File: config.mk
export PLATFORM = sky130hd
export DESIGN_NAME = io_bridge
export DESIGN_NICKNAME = d
export VERILOG_FILES = /design/src/rtl/io_bridge.sv
export SDC_FILE = /design/constraint.sdc
export NUM_CORES = 1
export LEC_CHECK = 0
export CAP_MARGIN = 20
export CORE_ASPECT_RATIO = 1.1
export CORE_MARGIN = 2
export CORE_UTILIZATION = 44
export CTS_CLUSTER_SIZE = 20
export DETAILED_ROUTE_END_ITERATION = 16
export PLACE_DENSITY = 0.66
export SYNTH_ARGS = -nofsm -noshare
export SYNTH_HDL_FRONTEND = slang
export SYNTH_SLANG_ARGS = --single-unit
File: constraint.sdc
create_clock -name clk_in -period 2.8 [get_ports clk_in]
set_input_delay 0.28 -clock clk_in [delete_from_list [all_inputs] [get_ports clk_in]]
set_output_delay 0.28 -clock clk_in [all_outputs]
set_load 0.03 [all_outputs]
File: src/rtl/io_bridge.sv
// rtl/io_bridge.sv - cpu memory-bus bridge: I/O decode, UART TX/RX FIFOs, cycle counter, halt flag
//
// Ports:
//   clk_in, rst_in         clock, asynchronous active-low reset
//   rdy_in                 global ready; low freezes cpu-side state (RX capture and TX drain continue)
//   cpu_a/cpu_dout/cpu_wr  cpu bus request (address bits 17:0 decoded)
//   cpu_din                read data, one cycle after the read address
//   io_buffer_full         tells the cpu to stop I/O writes (registered)
//   ram_we, ram_dout       RAM write enable and RAM read data (1-cycle latency)
//   tx_data/tx_valid/tx_ready  byte stream toward the UART transmitter
//   rx_data/rx_valid       byte strobe from the UART receiver
//   program_halt           sticky halt flag set by a write to 0x30004
module io_bridge #(
    parameter int TX_DEPTH_BIT = 3,
    parameter int RX_DEPTH_BIT = 3,
    parameter int FULL_MARGIN  = 2
) (
    input  logic        clk_in,
    input  logic        rst_in,
    input  logic        rdy_in,
    input  logic [31:0] cpu_a,
    input  logic [7:0]  cpu_dout,
    input  logic        cpu_wr,
    output logic [7:0]  cpu_din,
    output logic        io_buffer_full,
    output logic        ram_we,
    input  logic [7:0]  ram_dout,
    output logic [7:0]  tx_data,
    output logic        tx_valid,
    input  logic        tx_ready,
    input  logic [7:0]  rx_data,
    input  logic        rx_valid,
    output logic        program_halt
);

    localparam int TX_DEPTH = 1 << TX_DEPTH_BIT;
    localparam int RX_DEPTH = 1 << RX_DEPTH_BIT;
    localparam logic [TX_DEPTH_BIT:0] TX_DEPTH_C = TX_DEPTH[TX_DEPTH_BIT:0];
    localparam logic [TX_DEPTH_BIT:0] MARGIN_C   = FULL_MARGIN[TX_DEPTH_BIT:0];
    localparam logic [RX_DEPTH_BIT:0] RX_DEPTH_C = RX_DEPTH[RX_DEPTH_BIT:0];

    // Address decode
    logic io_sel, is_data, is_cnt, is_cnt0;
    logic unused_addr;

    assign io_sel      = (cpu_a[17:16] == 2'b11);
    assign is_data     = io_sel && (cpu_a[15:0] == 16'h0000);
    assign is_cnt      = io_sel && (cpu_a[15:2] == 14'h0001);
    assign is_cnt0     = is_cnt && (cpu_a[1:0] == 2'b00);
    assign unused_addr = &{1'b0, cpu_a[31:18]};

    // Gated by reset so the RAM never sees a write strobe while the bridge is held in reset.
    assign ram_we = cpu_wr & ~io_sel & rst_in;

    // TX FIFO
    logic [7:0]              tx_mem [TX_DEPTH];
    logic [TX_DEPTH_BIT-1:0] tx_wr_ptr, tx_rd_ptr;
    logic [TX_DEPTH_BIT:0]   tx_count, tx_count_next;
    logic                    tx_full, tx_push, tx_pop;
    logic [7:0]              tx_push_data;

    assign tx_full      = (tx_count == TX_DEPTH_C);
    assign tx_valid     = (tx_count != '0);
    assign tx_data      = tx_mem[tx_rd_ptr];
    // A write to 0x30004 always enqueues a 0x00 marker; a 0x00 written to the data port is not data.
    assign tx_push      = rdy_in & cpu_wr & ((is_data & (cpu_dout != 8'h00)) | is_cnt0) & ~tx_full;
    assign tx_pop       = tx_valid & tx_ready;
    assign tx_push_data = is_data ? cpu_dout : 8'h00;

    always_comb begin
        tx_count_next = tx_count;
        case ({tx_push, tx_pop})
            2'b10:   tx_count_next = tx_count + 1'b1;
            2'b01:   tx_count_next = tx_count - 1'b1;
            default: tx_count_next = tx_count;
        endcase
    end

    always_ff @(posedge clk_in) begin
        if (tx_push) begin
            tx_mem[tx_wr_ptr] <= tx_push_data;
        end
    end

    always_ff @(posedge clk_in or negedge rst_in) begin
        if (!rst_in) begin
            tx_wr_ptr      <= '0;
            tx_rd_ptr      <= '0;
            tx_count       <= '0;
            io_buffer_full <= 1'b0;
        end else begin
            if (tx_push) tx_wr_ptr <= tx_wr_ptr + 1'b1;
            if (tx_pop)  tx_rd_ptr <= tx_rd_ptr + 1'b1;
            tx_count       <= tx_count_next;
            // Computed from the post-update count so the flag rises the cycle after the push that crosses the margin.
            io_buffer_full <= ((TX_DEPTH_C - tx_count_next) <= MARGIN_C);
        end
    end

    // RX FIFO
    logic [7:0]              rx_mem [RX_DEPTH];
    logic [RX_DEPTH_BIT-1:0] rx_wr_ptr, rx_rd_ptr;
    logic [RX_DEPTH_BIT:0]   rx_count;
    logic                    rx_full, rx_empty, rx_push, rx_pop;

    assign rx_full  = (rx_count == RX_DEPTH_C);
    assign rx_empty = (rx_count == '0);
    // RX capture ignores rdy_in so no UART byte is lost while the cpu is stalled.
    assign rx_push  = rx_valid & ~rx_full;
    // An empty FIFO never pops, so a same-cycle push into an empty FIFO is kept and the read sees 0x00.
    assign rx_pop   = rdy_in & ~cpu_wr & is_data & ~rx_empty;

    always_ff @(posedge clk_in) begin
        if (rx_push) begin
            rx_mem[rx_wr_ptr] <= rx_data;
        end
    end

    always_ff @(posedge clk_in or negedge rst_in) begin
        if (!rst_in) begin
            rx_wr_ptr <= '0;
            rx_rd_ptr <= '0;
            rx_count  <= '0;
        end else begin
            if (rx_push) rx_wr_ptr <= rx_wr_ptr + 1'b1;
            if (rx_pop)  rx_rd_ptr <= rx_rd_ptr + 1'b1;
            case ({rx_push, rx_pop})
                2'b10:   rx_count <= rx_count + 1'b1;
                2'b01:   rx_count <= rx_count - 1'b1;
                default: rx_count <= rx_count;
            endcase
        end
    end

    // Cycle counter and halt
    logic [31:0] cycle_cnt, cnt_snap;
    logic        halt;

    assign program_halt = halt;

    always_ff @(posedge clk_in or negedge rst_in) begin
        if (!rst_in) begin
            cycle_cnt <= '0;
            halt      <= 1'b0;
        end else if (rdy_in) begin
            if (!halt) cycle_cnt <= cycle_cnt + 32'd1;
            if (cpu_wr && is_cnt0) halt <= 1'b1;
        end
    end

    // Read path: the I/O byte is resolved in the address cycle and held for the data cycle.
    logic [7:0] io_byte, io_rdata;
    logic       ram_q;

    always_comb begin
        io_byte = 8'h00;
        if (!cpu_wr) begin
            if (is_data && !rx_empty) begin
                io_byte = rx_mem[rx_rd_ptr];
            end else if (is_cnt) begin
                case (cpu_a[1:0])
                    // Byte 0 comes from the live counter: it is the value being snapshotted this cycle.
                    2'b00:   io_byte = cycle_cnt[7:0];
                    2'b01:   io_byte = cnt_snap[15:8];
                    2'b10:   io_byte = cnt_snap[23:16];
                    default: io_byte = cnt_snap[31:24];
                endcase
            end
        end
    end

    always_ff @(posedge clk_in or negedge rst_in) begin
        if (!rst_in) begin
            ram_q    <= 1'b0;
            io_rdata <= 8'h00;
            cnt_snap <= '0;
        end else if (rdy_in) begin
            ram_q    <= ~io_sel;
            io_rdata <= io_byte;
            if (!cpu_wr && is_cnt0) cnt_snap <= cycle_cnt;
        end
    end

    assign cpu_din = ram_q ? ram_dout : io_rdata;

endmodule
Yosys cells after proc, flatten, opt, wreduce, memory -nomap -nowiden. Memories as Yosys holds them, arrays and structs flattened. Cells that the tools add are included.

Register bits after elaboration: 95. Latch bits: 0. Bits in writable memories: 128. Bits in read-only memories: 0. Input bits: 62. Output and inout bits: 20. Word-level logic and storage cells: 82. Memories kept: 2.

$add $sub $neg: 10. $mul: 0. Divide/modulo/power cells: 0. $lt $le $gt $ge: 1. Equal/unequal tests: 10. Shifts and indexed selects: 0. Multiplexer cells: 12. Bitwise operators: 18. Reduce and logical (&&, ||, !) cells: 17.

Memory list: rx_mem (words 8, bits a word 8, rd ports 1, clocked after Yosys merged registers in 0, write ports 1, RTL line 101) `logic [7:0] rx_mem [RX_DEPTH];`; tx_mem (words 8, bits a word 8, rd ports 1, clocked after Yosys merged registers in 0, write ports 1, RTL line 56) `logic [7:0] tx_mem [TX_DEPTH];`.

Operator list (number): $mux 8 (5); $add 32x1->32 const B (1); $pmux 8 s3 (1); $logic_not 16->1 (1); $pmux 4 s2 (2); $eq 14x1->1 const B (1); $add 3x1->3 const B (4); $and 1x1->1 (11); $add 4x1->4 const B (2); $eq 2x2->1 const B (4); $eq 4x4->1 const B (2); $reduce_bool 8->1 (1); $sub 4x1->4 const B (2); $eq 2x1->1 const B (3); $logic_and 1x1->1 (6); $not 1->1 (6); $reduce_and 2->1 (3); $le 4x2->1 const B (1); $logic_not 4->1 (1); $mux 1 (4); $reduce_bool 4->1 (1); $sub 4x4->4 const A (1); $logic_not 1->1 (2); $logic_not 2->1 (1); 2 further kinds (2).

Logic depth before layout (Yosys ltp). Gate-level depths: netlist of the first run.

Depth in word-level cells: 10. Depth in mapped cells: 16.

Worst setup path after synthesis of the first run. No wires, ideal clock.

Path kind: in2reg. Start: input cpu_a[1]. End: register io_buffer_full. Setup time: 0.116 ns. Arrival: 3.236 ns. Data required time: 2.684 ns. Setup slack: -0.552 ns. Cell stages on the path: 16. Path buffers: 2. Path through: clkbuf_1 > nor3_1 > nand2_1 > a211oi_1 > o21ai_0 > buf_2 > ha_1 > xor2_1 > ha_1 > mux2_2 > inv_1 > ha_1 > nand2b_1 > nand4_1 > a211o_1 > o311ai_0.

Cells in the longest elaborated chain, start to end: 10. Elaborated cells on any way between the ends: 13. Classes of those cells: add/sub (1); order compare (1); eq/ne (2); mux (1); bitwise (4); reduce/logical (4).

RTL lines: start: declaration (RTL line 21) `input logic [31:0] cpu_a,`; $logic_not 16->1 (RTL line 47) `assign is_data = io_sel && (cpu_a[15:0] == 16'h0000);`; $logic_and 1x1->1 (RTL line 47); $and 1x1->1 (RTL line 66) `assign tx_push = rdy_in & cpu_wr & ((is_data & (cpu_dout != 8'h00)) | is_cnt0) & ~tx_full;`; $or 1x1->1 (*) (RTL line 66); $and 1x1->1 (*) (2 in series) (RTL line 66); $eq 2x1->1 or $eq 2x2->1 (tied branches) (RTL line 72) `case ({tx_push, tx_pop})`; $pmux 4 s2 (*) (RTL line 72); via tx_count_next[1] (RTL line 58) `logic [TX_DEPTH_BIT:0] tx_count, tx_count_next;`; $sub 4x4->4 (*) (RTL line 96) `io_buffer_full <= ((TX_DEPTH_C - tx_count_next) <= MARGIN_C);`; $le 4x2->1 (*) (RTL line 96); end signal: assignment (RTL line 96); end: declaration (RTL line 25) `output logic io_buffer_full,`.

The timed path passes the listed nets; every way through them passes the cells marked *. A chain may end at the register's enable or synchronous reset.

Worst setup path after layout of the first run.
Start: input cpu_a[2]. End: register io_buffer_full.

Cells in the longest elaborated chain, start to end: 10. Elaborated cells on any way between the ends: 14. Classes of those cells: add/sub (1); order compare (1); eq/ne (3); mux (1); bitwise (4); reduce/logical (4).

RTL lines (RTL line): $logic_not 16->1 or $eq 14x1->1 (tied branches) (47, 48); $logic_and 1x1->1, on equally long branches (47, 48); $and 1x1->1 or $logic_and 1x1->1 (tied branches) (66, 49); $or 1x1->1 (*) (66); $and 1x1->1 (*) (2 in series) (66); $eq 2x1->1 or $eq 2x2->1 (tied branches) (72); $pmux 4 s2 (*) (72); via tx_count_next[1] (58); $sub 4x4->4 (*) (96); $le 4x2->1 (*) (96).

Marked as above.

==> results.py, run 1 <==
metrics = {
    "cells_and_area": {
        "final_util_pct": 55.7,
        "finalNetCount": 818,
        "stdcell_count": 1047,
        "syn_to_final_growth_pct": 25.4,
        "layout-drive-gt1-share_pct": 30.0,
        "n_antenna_cell": 0,
    },
    "critical_path": {
        "endpoint_kind": "register",
        "cp_max_fo": 4,
        "crit_type": "primary input to register",
        "crit_required_ns": 3.19,
        "max_stage_delay_ns": 0.51,
        "start_kind": "primary input",
        "crit_arrival_ns": 3.27,
        "path_buf_inv": 2,
        "critPathTopFamily": "compound AO/OA/AOI/OAI gates",
        "cp_slowest_cell": "clkdlybuf4s50_1",
        "critical_path.cell_chain": "clkdlybuf4s50_1 > nor3_2 > nand2_1 > a211oi_2 > o21ai_2 > ha_4 > xor2_2 > ha_1 > mux2_4 > inv_4 > ha_4 > nand2b_4 > nand4_1 > a211o_1 > o311ai_2",
        "crit_path_frequent_cell": "ha_4",
    },
    "power": {
        "combPwrFrac_pct": 25.3,
        "p_switching_w": 0.00253,
        "power.leakage_nw": 4.67,
        "p_clk_share_pct": 30.5,
        "power_density_mw_per_mm2": 756,
        "swShare_pct": 28.4,
        "seqPwrFrac_pct": 44.2,
        "vdd_drop_max_mv": 0.456,
        "internal_power_w": 0.00638,
    },
    "floorplanning": {
        "die_w_um": 143,
        "rows": 56,
        "core_region_area_mm2": 0.0212,
        "die_area_mm2": 0.0225,
        "fp.dieH_um": 157,
        "io_pins": 82,
        "start_util_pct": 44.4,
    },
    "grt": {
        "grt_first_pass_wirelength_um": 31200,
        "grt_pass1_vias": 5836,
        "overflow": 0,
        "antenna_found_initial": 0,
        "grt_max_degree": 48,
        "track_usage_pct": 18.1,
    },
    "clock_network": {
        "cts_root_buf": "clkbuf_16",
        "cts_buffer_depth": 3,
        "cts_buffers": 22,
        "cts_tree": "done",
        "cts_sinks": 215,
        "clk_latency_ns": 0.49,
        "path_clk_slew_ns": 0.06,
        "htree_num_levels": 1,
    },
    "flow_run": {
        "max-cap-violations": 0,
    },
    "hold_path": {
        "hp-class": "primary input to async pin",
    },
    "logic_synthesis": {
        "yosysMostFrequentCell": "edfxtp_1",
        "synth_edf_count": 128,
        "ys_warn_count": 0,
        "synth_area_leader_cell": "edfxtp_1",
        "synth_area_mm2": 0.00940,
        "yosysSeqAreaShare_pct": 64.1,
        "ys_async_sr_fraction_pct": 40.5,
        "ys_ff_latch": 215,
        "netlist.area_leader.share_pct": 40.9,
        "syn_nets": 675,
        "synth_cell_types": 49,
        "syn_avg_cell_area_um2": 15.7,
        "synthFlopType": "edfxtp_1",
        "ys_top_cells_by_count": "edfxtp_1, dfrtp_1, nand2_1",
        "syn_inst": 599,
        "yosys-top-cells-area": "edfxtp_1, dfrtp_1, mux4_2",
    },
    "sta": {
        "finClkSkew_ns": 0.00667,
        "slew_headroom_pct": 45.5,
        "hold_viol_final": 0,
        "slew_violations": 0,
        "tightest_slew_ns": 0.818,
        "rsz0062_at_grt": "yes",
        "period_share_pct": 103,
        "max_freq_mhz": 348,
        "whs_ns": 0.453,
        "setup_viol": 1,
        "period_minus_slack_ns": 2.88,
        "setup_ws_ns": -0.0766,
    },
    "detailed_routing": {
        "ant_nets": 0,
        "wl_um": 19900,
        "avgRoutedWirePerCell_um": 19.0,
        "vias_per_cell": 5.23,
        "vias": 5478,
        "drc": 0,
        "first_pass_iters": 5,
        "drt_iter0_drc": 371,
    },
    "status": {
        "failed_checks": "negative setup slack",
        "status": "finished with violations",
    },
    "place": {
        "port_buffers": 67,
        "hpwl_um": 13700,
        "pre_cts_slack_ns": -0.745,
        "finalWeightedCongestion": 0.748,
        "placed_cells": 999,
    },
}
placed cells by master (no fill, tap or decap), drive strengths merged, types with 3 or more instances in the layout:
master and count:
edfxtp 128, dfrtp 87, buf 76, clkdlybuf4s50 52
nand2 50, mux2 45, mux4 40, clkbuf 30
xnor2 29, nor2 24, inv 19, xor2 16
dlymetal6s2s 14, nor4 14, ha 13, o21ai 12
nand3 11, nor3 11, and2 10, a22oi 8
o22ai 8, clkinv 8, nand4 6, and3 6
nand2b 5, nor2b 4, a21oi 4, nor4b 3
routing by layer:
metal  part of all wire, %  global-route usage [%]  vias to the layer above  wire [um]
met5                     0                       0                        -          0
li1                      -                       -                     2537          -
met3                   5.8                    2.92                       32       1160
met4                   2.2                    5.14                        0        442
met2                    50                    31.5                      139       9930
met1                    42                    23.6                     2770       8330
sequential cells by signal, summed over array words and instances, names as in the netlist:
name            flops
cnt_snap           24
io_rdata            8
rx_rd_ptr           3
rx_count            4
ram_q               1
tx_wr_ptr           3
cycle_cnt          32
rx_mem             64
tx_rd_ptr           3
tx_count            4
program_halt        1
rx_wr_ptr           3
tx_mem             64
io_buffer_full      1
area by class of cell:
type | count | area [um2]
multi-input cells | 341 | 3350
inverters | 19 | 76.3
repair buffers | 143 | 1300
flip-flops and latches | 215 | 6020
fillers | 1728 | 9380
clock buffers | 30 | 632
well taps | 290 | 363
clock inverters | 9 | 42.5
final timing paths:
path | from | to | slack (ns) | cells past startpoint
max | cpu_a[2] | io_buffer_full | -0.08 | 15
min | rst_in | cnt_snap[10] | 0.45 | 3
max reg2reg | tx_count[3] | io_buffer_full | -0.06 | 13
min reg2reg | cycle_cnt[18] | cycle_cnt[18] | 0.49 | 1
max in group asynchronous | rst_in | cycle_cnt[29] | 1.34 | 4
min in group clk_in | cycle_cnt[18] | cycle_cnt[18] | 0.49 | 1
through the flow:
step / setup TNS (ns) / instance area, um2 / total power [W]
global placement: -4.65 / 10900 / 0.00604
CTS: -0.219 / 11600 / 0.00892
detailed placement: -5.35 / 10900 / 0.00616
finish: -0.0766 / 11800 / 0.00891
floorplan: -0.123 / 9480 / 0.00532
global route: -0.160 / 11800 / 0.00933
worst reg2reg max path: cells and delay by family, from the launching register on:
| family | cells | cell delay [ns] |
|---|---|---|
| and+or+nand+nor | 4 | 0.82 |
| adders and majority gates | 3 | 0.62 |
| AOI/OAI and AO/OA | 2 | 0.38 |
| DFF | 1 | 0.37 |
| muxes | 1 | 0.31 |
| xor gates and xnor gates | 1 | 0.14 |
| buffers and inverters | 2 | 0.11 |
power groups by stage:
| stage | Combinational (W) | Sequential [W] | Clock (W) |
|---|---|---|---|
| 2_1_floorplan | 0.00145 | 0.00387 | 0 |
| 3_3_place_gp | 0.00207 | 0.00397 | 0 |
| 3_5_place_dp | 0.00217 | 0.00399 | 0 |
| 4_1_cts | 0.00218 | 0.00393 | 0.00280 |
| 5_1_grt | 0.00243 | 0.00398 | 0.00292 |
| 6_report | 0.00226 | 0.00394 | 0.00271 |
cell families after synthesis:
family | share of synthesized area, %
compound gates | 2.77
flops | 64.1
fa+ha+maj | 1.94
buf+inv | 2.20
mux | 16.0
xor+xnor | 4.19
simple gates | 8.83
timing repair:
action / CTS / global route
setup endpoints to repair: 9 / 10
hold buffers: 1 / 0
setup buffers: 1 / 7
resized for setup: 2 / 33
hold endpoints to repair: 40 / 0
pin swaps: 1 / 13
(Power assumes the default switching activity.)
==> inputs of run 2 (changes only) <==
--- a/config.mk
+++ b/config.mk
@@ -11,7 +11,9 @@
 export CORE_UTILIZATION = 44
 export CTS_CLUSTER_SIZE = 20
 export DETAILED_ROUTE_END_ITERATION = 16
+export HOLD_SLACK_MARGIN = 0.03
 export PLACE_DENSITY = 0.66
+export SLEW_MARGIN = 20
 export SYNTH_ARGS = -nofsm -noshare
 export SYNTH_HDL_FRONTEND = slang
 export SYNTH_SLANG_ARGS = --single-unit
==> results of run 2 <==
The final DEF is identical to that of run 1; final timing and power are the same.
==> patch: new RTL, settings of run 1 <==
Set the parameter `RX_DEPTH_BIT` to 4 (it was 3).
--- a/src/rtl/io_bridge.sv
+++ b/src/rtl/io_bridge.sv
@@ -12,7 +12,7 @@
 //   program_halt           sticky halt flag set by a write to 0x30004
 module io_bridge #(
     parameter int TX_DEPTH_BIT = 3,
-    parameter int RX_DEPTH_BIT = 3,
+    parameter int RX_DEPTH_BIT = 4,
     parameter int FULL_MARGIN  = 2
 ) (
     input  logic        clk_in,
Behaviour: no difference found for any inputs over 4 cycles, from zero or initial values and one cycle with rst_in low; that may be too few to reach the edited logic, so the function may still have changed.
==> patch against run 1 <==
- the run still ends with negative setup slack left
- synthesized area increased by 27%
- sequential cell count increased by 67
- design area increased by 22%
- register-to-register slack got worse by 40 ps
- final cell count increased by 20%
- via count increased by 22%
- core utilization decreased by 1.9 points
- hold slack got worse by 340 ps
- worst setup slack got worse by 22 ps
- combinational power increased by 4%
- power increased by 22%
- routed wire length increased by 24%
- largest power group unchanged
==> patch: results <==
{
  "synth_enable_flop_cells": 192,
  "cts_buffers": 28,
  "synthMuxAreaShare_pct": 14.2,
  "grtUsageMet3_pct": 2.70,
  "synthDistinctLibCells": 47,
  "slowest_stage": "or4_4",
  "status": "finished, violations left",
  "nets": 965,
  "worst_hold_slack_ps": 112,
  "largestRegisters": "rx_mem (128), tx_mem (64), cycle_cnt (32)",
  "cp_top_family": "simple AND/OR/NAND/NOR gates",
  "hpwl_mm": 16.4,
  "yosys-top-cells-area": "edfxtp_1 48%, dfrtp_1 19%, mux4_2 11%, mux2_2 3.3%, xnor2_1 2.2%",
  "grt.met1_usage_pct": 24.0,
  "synthXorXnorAreaFrac_pct": 3.46,
  "grt_pass1_wl_mm": 38.7,
  "syn_inst": 737,
  "path_max_fanout": 3,
  "timing.rr.start": "tx_count[0]",
  "post_cts_buffers": 3,
  "synth_common_cells": "192 x edfxtp_1, 90 x dfrtp_1, 56 x mux4_2, 51 x nand2_1, 37 x nor2_1",
  "internal_power_mw": 7.84,
  "placed_cell_area_sq_um": 13500,
  "comb_power_mw": 2.35,
  "dp_cells": 1205,
  "met2_usage_pct": 30.4,
  "wl_per_cell_microns": 19.6,
  "cp_slowest_stage_delay_ps": 550,
  "drive_gt1_share_pct": 25.2,
  "synth_fp_nets": 817,
  "r2r_cells": 12,
  "gp_congestion": 0.791,
  "cts_resized": 10,
  "synthArstFlopShare_pct": 31.9,
  "violations": "negative setup slack",
  "drt_iter0_drc": 496,
  "tns_ps": -98.3,
  "setup_viol": 1,
  "layout_setup_ws_ps": -98.3,
  "path_class": "reg2reg",
  "grt_max_degree": 52,
  "skew_ps": 18.4
}
==> patch: cells by family (layout without fill, tap and decap cells) <==
group / Yosys count / in the layout
xor gates and xnor gates: 47 / 47
muxes: 94 / 94
DFF: 282 / 282
buffers and inverters: 55 / 221
adders and majority gates: 18 / 18
and+or+nand+nor: 179 / 179
AOI/OAI and AO/OA: 62 / 62
==> patch: routing by layer <==
| metal | wire, microns | share of wire [%] | up-vias |
|---|---|---|---|
| met2 | 12300 | 50 | 134 |
| met3 | 1070 | 4.3 | 25 |
| met1 | 11000 | 45 | 3402 |
| met5 | 0 | 0 | - |
| li1 | - | - | 3104 |
| met4 | 302 | 1.2 | 0 |
==> patch: area by class of cell <==
cell class / instances / area (sq um)
clock buffer: 36 / 731
clock inverter: 12 / 75.1
fill: 2173 / 12400
inverter: 24 / 92.6
multi-input combinational: 400 / 3740
sequential: 282 / 8020
tap: 357 / 447
timing repair buffer: 149 / 1310
